File: config.mk
export PLATFORM = sky130hd
export DESIGN_NAME = fir_stream_ctrl
export DESIGN_NICKNAME = d
export VERILOG_FILES = /design/src/rtl/fir_stream_ctrl.sv
export SDC_FILE = /design/constraint.sdc
export NUM_CORES = 1
export LEC_CHECK = 0
export ABC_AREA = 1
export BUFFER_PORTS_ARGS = -buffer_cell sky130_fd_sc_hd__buf_2
export CELL_PAD_IN_SITES_DETAIL_PLACEMENT = 0
export CELL_PAD_IN_SITES_GLOBAL_PLACEMENT = 1
export CORE_MARGIN = 4
export CORE_UTILIZATION = 45
export CTS_CLUSTER_SIZE = 8
export DETAILED_ROUTE_END_ITERATION = 10
export HOLD_SLACK_MARGIN = 0.12
export PLACE_DENSITY = 0.94
export SYNTH_ARGS = -nofsm -noshare
export SYNTH_HDL_FRONTEND = slang
export SYNTH_SLANG_ARGS = --single-unit
File: constraint.sdc
create_clock -name clk -period 7.6 [get_ports clk]
set_input_delay 1.14 -clock clk [delete_from_list [all_inputs] [get_ports clk]]
set_output_delay 1.14 -clock clk [all_outputs]
set_load 0.005 [all_outputs]
File: src/rtl/fir_stream_ctrl.sv
// Stream-side controller for the systolic FIR tap chain: feeds samples to the array,
// tracks in-flight samples with a tag pipeline and buffers results in a small FIFO.
module fir_stream_ctrl #(
   parameter int unsigned DW    = 32,
   parameter int unsigned LAT   = 3,
   parameter int unsigned DEPTH = 4
) (
   input  logic                      clk,
   input  logic                      rst,
   input  logic                      s_valid,
   output logic                      s_ready,
   input  logic [DW-1:0]             s_data,
   input  logic                      flush,
   output logic                      arr_en,
   output logic [DW-1:0]             arr_x,
   input  logic [DW-1:0]             arr_y,
   output logic                      m_valid,
   input  logic                      m_ready,
   output logic [DW-1:0]             m_data,
   output logic [$clog2(DEPTH):0]    level,
   output logic                      flush_done
);

   localparam int unsigned AW = $clog2(DEPTH);
   localparam int unsigned CW = $clog2(LAT + 1);

   typedef enum logic [0:0] {StRun, StDrain} state_e;

   state_e          state_q, state_d;
   logic [CW-1:0]   cnt_q, cnt_d;
   logic            done_q, done_d;
   logic [LAT:1]    tag_q, tag_d;

   logic [DW-1:0]   mem_q [DEPTH];
   logic [AW-1:0]   wr_q, rd_q;
   logic [AW:0]     level_q, level_d;

   logic            accept;
   logic            push;
   logic            pop;
   logic            full;
   logic            empty;

   assign full  = (level_q == (AW + 1)'(DEPTH));
   assign empty = (level_q == '0);

   // Outputs are forced idle while rst is held so the port looks quiet during reset.
   always_comb begin
      s_ready = 1'b0;
      accept  = 1'b0;
      arr_en  = 1'b0;
      arr_x   = '0;
      state_d = state_q;
      cnt_d   = cnt_q;
      done_d  = 1'b0;
      if (!rst) begin
         unique case (state_q)
            StRun: begin
               s_ready = !full;
               accept  = s_valid && !full;
               arr_en  = accept;
               arr_x   = accept ? s_data : '0;
               if (flush) begin
                  state_d = StDrain;
                  cnt_d   = CW'(LAT);
               end
            end
            StDrain: begin
               arr_en = !full;
               if (arr_en) begin
                  cnt_d = cnt_q - CW'(1);
                  if (cnt_q == CW'(1)) begin
                     state_d = StRun;
                     done_d  = 1'b1;
                  end
               end
            end
            default: state_d = StRun;
         endcase
      end
   end

   // Tags advance only with the array, so they stay aligned with the chain contents.
   always_comb begin
      tag_d = tag_q;
      if (arr_en) begin
         tag_d[1] = accept;
         for (int i = 2; i <= int'(LAT); i++) begin
            tag_d[i] = tag_q[i-1];
         end
      end
   end

   assign push = arr_en && tag_q[LAT];
   assign pop  = m_valid && m_ready;

   always_comb begin
      level_d = level_q;
      unique case ({push, pop})
         2'b10:   level_d = level_q + (AW + 1)'(1);
         2'b01:   level_d = level_q - (AW + 1)'(1);
         default: level_d = level_q;
      endcase
   end

   always_ff @(posedge clk or posedge rst) begin
      if (rst) begin
         state_q <= StRun;
         cnt_q   <= '0;
         done_q  <= 1'b0;
         tag_q   <= '0;
         wr_q    <= '0;
         rd_q    <= '0;
         level_q <= '0;
      end else begin
         state_q <= state_d;
         cnt_q   <= cnt_d;
         done_q  <= done_d;
         tag_q   <= tag_d;
         level_q <= level_d;
         if (push) begin
            wr_q <= wr_q + AW'(1);
         end
         if (pop) begin
            rd_q <= rd_q + AW'(1);
         end
      end
   end

   always_ff @(posedge clk) begin
      if (push) begin
         mem_q[wr_q] <= arr_y;
      end
   end

   assign m_valid    = !empty;
   assign m_data     = empty ? '0 : mem_q[rd_q];
   assign level      = level_q;
   assign flush_done = done_q;

endmodule

**Yosys cells after proc, flatten, opt, wreduce, memory -nomap -nowiden**

Memory sizes are Yosys's and may differ from the RTL's.
Cells that the tools add are included.

- Add/sub/neg operators: 5
- Multipliers: 0
- Divide/modulo/power cells: 0
- Magnitude comparators: 0
- Equality and inequality tests: 6
- Shift-type cells: 0
- Multiplexer cells: 24
- Bitwise gates (word level): 2
- Reductions and logical operators: 8

Operator list:

| kind | number |
|---|---|
| $mux W32 | 4 |
| $mux W1 | 14 |
| $pmux W3 S2 | 1 |
| $add A2 B1 Y2 const B | 2 |
| $eq A2 B1 Y1 const B | 2 |
| $mux W2 | 2 |
| $ne A2 B2 Y1 const B | 2 |
| $pmux W1 S2 | 2 |
| $pmux W2 S2 | 1 |
| $add A3 B1 Y3 const B | 1 |
| $eq A3 B3 Y1 const B | 1 |
| $logic_and A1 B1 Y1 | 3 |
| $logic_not A3 Y1 | 1 |
| $reduce_and A3 Y1 | 1 |
| $sub A3 B1 Y3 const B | 1 |
| $eq A2 B2 Y1 const B | 1 |
| $logic_not A1 Y1 | 2 |
| $not A1 Y1 | 2 |
| $reduce_bool A2 Y1 | 1 |
| $sub A2 B1 Y2 const B | 1 |

- Register bits: 14
- Bits in latches: 0
- Memory bits (writable): 128
- Bits in read-only memories: 0
- Input bits: 69
- Output and inout bits: 71
- Logic and storage cells: 53
- Memories kept: 1

Memory list:

| name | depth | bits a word | rd ports | clocked after memory_dff | wr ports | RTL line | RTL |
|---|---|---|---|---|---|---|---|
| mem_q | 4 | 32 | 1 | 0 | 1 | 34 | `logic [DW-1:0] mem_q [DEPTH];` |

**Logic depth before layout (Yosys ltp)**

- Depth in word-level cells: 8
- Mapped depth: 11
- Depth with buffers taken out: 11

**Worst setup path before layout**

Ideal clock, no wire load.

- Path kind: input-to-reg
- Start point: in rst
- End point: mem mem_q[0][0] (enable)
- Setup time: 0.421 ns
- Arrival time: 3.014 ns
- Data required time: 7.179 ns
- Slack: 4.165 ns
- Stages: 3
- Path buffers: 0
- Path through: inv_2 nand4_2 nor2_1

- Longest elaborated chain between the ends: 4

Ends and longest elaborated chain:

| what | RTL line | RTL |
|---|---|---|
| from (decl) | 9 | `input logic rst,` |
| $mux W1 | 56 | `if (!rst) begin` |
| $logic_and A1 B1 Y1 | 94 | `assign push = arr_en && tag_q[LAT];` |
| $mux W1 | 131 | `if (push) begin` |
| $mux W1 (not written as such) | 132 | `mem_q[wr_q] <= arr_y;` |
| to (decl) | 34 |  |

No other way between the ends.

**Worst setup path in the final report**

- Start point: in rst
- End point: out arr_x[20]

- Longest elaborated chain between the ends: 1

Ends and longest elaborated chain:

| what | RTL line | RTL |
|---|---|---|
| $mux W32 | 56 |  |
| to (decl) | 15 | `output logic [DW-1:0] arr_x,` |

No other way between the ends.

==> reports/metrics.cfg <==
[worst_setup_path]
critPathArrivalTime_ns = 2.35
crit_top_cell = buf_2
slowest_stage = inv_2
critPathMaxFanout = 33
critPathMaxStageDelay_ns = 0.31
timing.critical_path.buf_inv = 3
cp.required_ns = 6.46
start_kind = input pin
cpLargestDelayFamily = simple AND/OR/NAND/NOR gates
critPathCaptureType = output pin
crit_type = input pin to output pin
worstPathCellList = buf_2 > inv_2 > nand2_2 > nor2_4 > nand2_4 > nor2_1 > buf_2

[clocking]
clk_latency_ns = 0.41
ctsResizeCount = 0
h-tree-depth = 4
clockRootBuffer = clkbuf_16
cts_tree = yes
clk_pin_slew_ns = 0.06
ctsHoldBuffers = 0
clockBufferDepth = 2
cts_buffers = 17
post_cts_buffers = 0
clock-sinks = 142

[global_route]
antenna_found_initial = 1
grtUsageTotal_pct = 17.4
grt_pass1_wl_microns = 20300
grt-ovfl-total = 0
grt_max_degree = 67
grt_pass1_vias = 4173

[sta]
fin_skew_ns = 0.0107
fmax_ghz = 0.287
slew-limit-headroom_pct = 27.1
min_period_ns = 3.49
drv_slew = 0
period_share_pct = 45.9
tns_ns = 0
rsz0062_at_grt = false
tightest_slew_ns = 1.09
setup_viol = 0
finalHoldViolCount = 0

[die]
die_y_microns = 124
die_x_microns = 124
rows = 42
initial_core_util_pct = 45.9
die_area_sq_um = 15400
ioPinCount = 140
coreArea_sq_um = 13200

[final_layout]
nFillCells = 1082
area_delta_synth_final_pct = 24.2
fin_util_pct = 57.0
layout_commonest_cell = nor2_1
drive_above_1_share_pct = 29.4
layout_common_cells = 145 x nor2_1, 139 x buf_2, 128 x edfxtp_1
final_nets = 751

[routing]
postRouteAntennaNets = 0
finalWirelength_microns = 13200
vias = 4267
viasPerCell = 4.93
first_pass_iters = 4
drtIter0Drc = 299
drc = 0
wl_per_cell_microns = 15.3

[synth]
syn_area_sq_um = 6070
syn_avg_cell_area_sq_um = 11.2
netlist_instances = 540
seq_area_frac_synth_pct = 69.1
syn_nets = 616
synth_cell_types = 25
synth.yosys.warnings = 0
ys_ff_latch = 142

[outcome]
status = completed

[power_and_ir_drop]
power.total_mw = 2.78
power_density_nw_per_um2 = 369
power_leakage_nw = 3.14
ir_worst_vdd_mv = 0.260

[min_path]
hold_class = flop to flop

[place]
gp_congestion = 0.762
hpwl_microns = 7770
numPortBuffers = 139

[job]
cap_violations = 0

## registers in the layout, indices dropped and copies added, names as in the netlist
register,cells
mem_q,128
wr_q,2
cnt_q,2
flush_done,1
rd_q,2
level,3
tag_q,3
state_q,1
## report_power, final
part	switching (mW)	total [mW]	leakage (nW)	internal, mW
logic	0.564	0.892	1.50	0.328
registers	0.0346	0.949	1.32	0.914
clock network	0.298	0.941	0.320	0.643
total	0.896	2.78	3.14	1.89
## through the flow
stage               area (sq um)  hold WS, ns  setup WS [ns]  cells
global placement            6870        0.460           4.17    832
CTS                         7540        0.497           4.09    864
finish                      7540        0.498           4.11    865
global route                7540        0.564           3.94    864
detailed placement          6870        0.483           4.10    832
floorplan                   6070        0.442           4.16    540
## routing by layer
layer / part of all wire (%) / global-route usage (%) / vias to the layer above
met1: 42 / 21.4 / 2031
li1: - / - / 2080
met4: 1.4 / 6.71 / 2
met5: 0.098 / 0 / -
met2: 50 / 29.4 / 137
met3: 6.6 / 4.86 / 17
## worst min-delay path, stage by stage, from the launching register on
cell and delay (ns):
dfrtp_1 0.35, nand2_1 0.06, nand2_1 0.05
## Yosys cell counts (all sizes together)
cell / number / area, sq um
nor2: 169 / 689
edfxtp: 128 / 3840
o21ai: 69 / 345
inv: 54 / 203
a21oi: 33 / 165
nand2: 26 / 110
buf: 21 / 160
dfrtp: 14 / 350
clkbuf: 6 / 22.5
ha: 6 / 75.1
nand3: 6 / 30.0
nand4: 3 / 25.0
xor2: 2 / 17.5
fa: 1 / 20.0
or2: 1 / 6.26
xnor2: 1 / 8.76
## cell families after synthesis
logic type	share of synthesized area, %
xor gates and xnor gates	0.433
buffers and inverters	6.35
and+or+nand+nor	14.2
adders and majority gates	1.57
AOI/OAI and AO/OA	8.41
DFF	69.1
## cell type report
type,instances,area [sq um],area share (%)
Sequential cell,142,4200,55.6
Multi-Input combinational cell,317,1520,20.2
Timing Repair Buffer,143,726,9.62
Clock buffer,18,429,5.69
Clock inverter,14,245,3.25
Tap cell,176,220,2.92
Inverter,54,203,2.69
Antenna cell,1,2.50,0.0332
## final timing paths
| path | endpoint | from | slack (ns) | depth (start not counted) |
|---|---|---|---|---|
| worst max-delay path | arr_x[20] | rst | 4.11 | 7 |
| worst min-delay path | tag_q[3]$_DFFE_PP0N_ | tag_q[2]$_DFFE_PP0N_ | 0.50 | 2 |
| worst max register to register | mem_q[2][2]$_DFFE_PP_ | state_q$_DFFE_PP0N_ | 5.21 | 4 |
| worst min register to register | tag_q[3]$_DFFE_PP0N_ | tag_q[2]$_DFFE_PP0N_ | 0.50 | 2 |
| max in group asynchronous | rd_q[0]$_DFFE_PP0P_ | rst | 6.57 | 2 |
| min in group asynchronous | level[2]$_DFFE_PP0P_ | rst | 0.72 | 2 |
(Power assumes the default switching activity.)
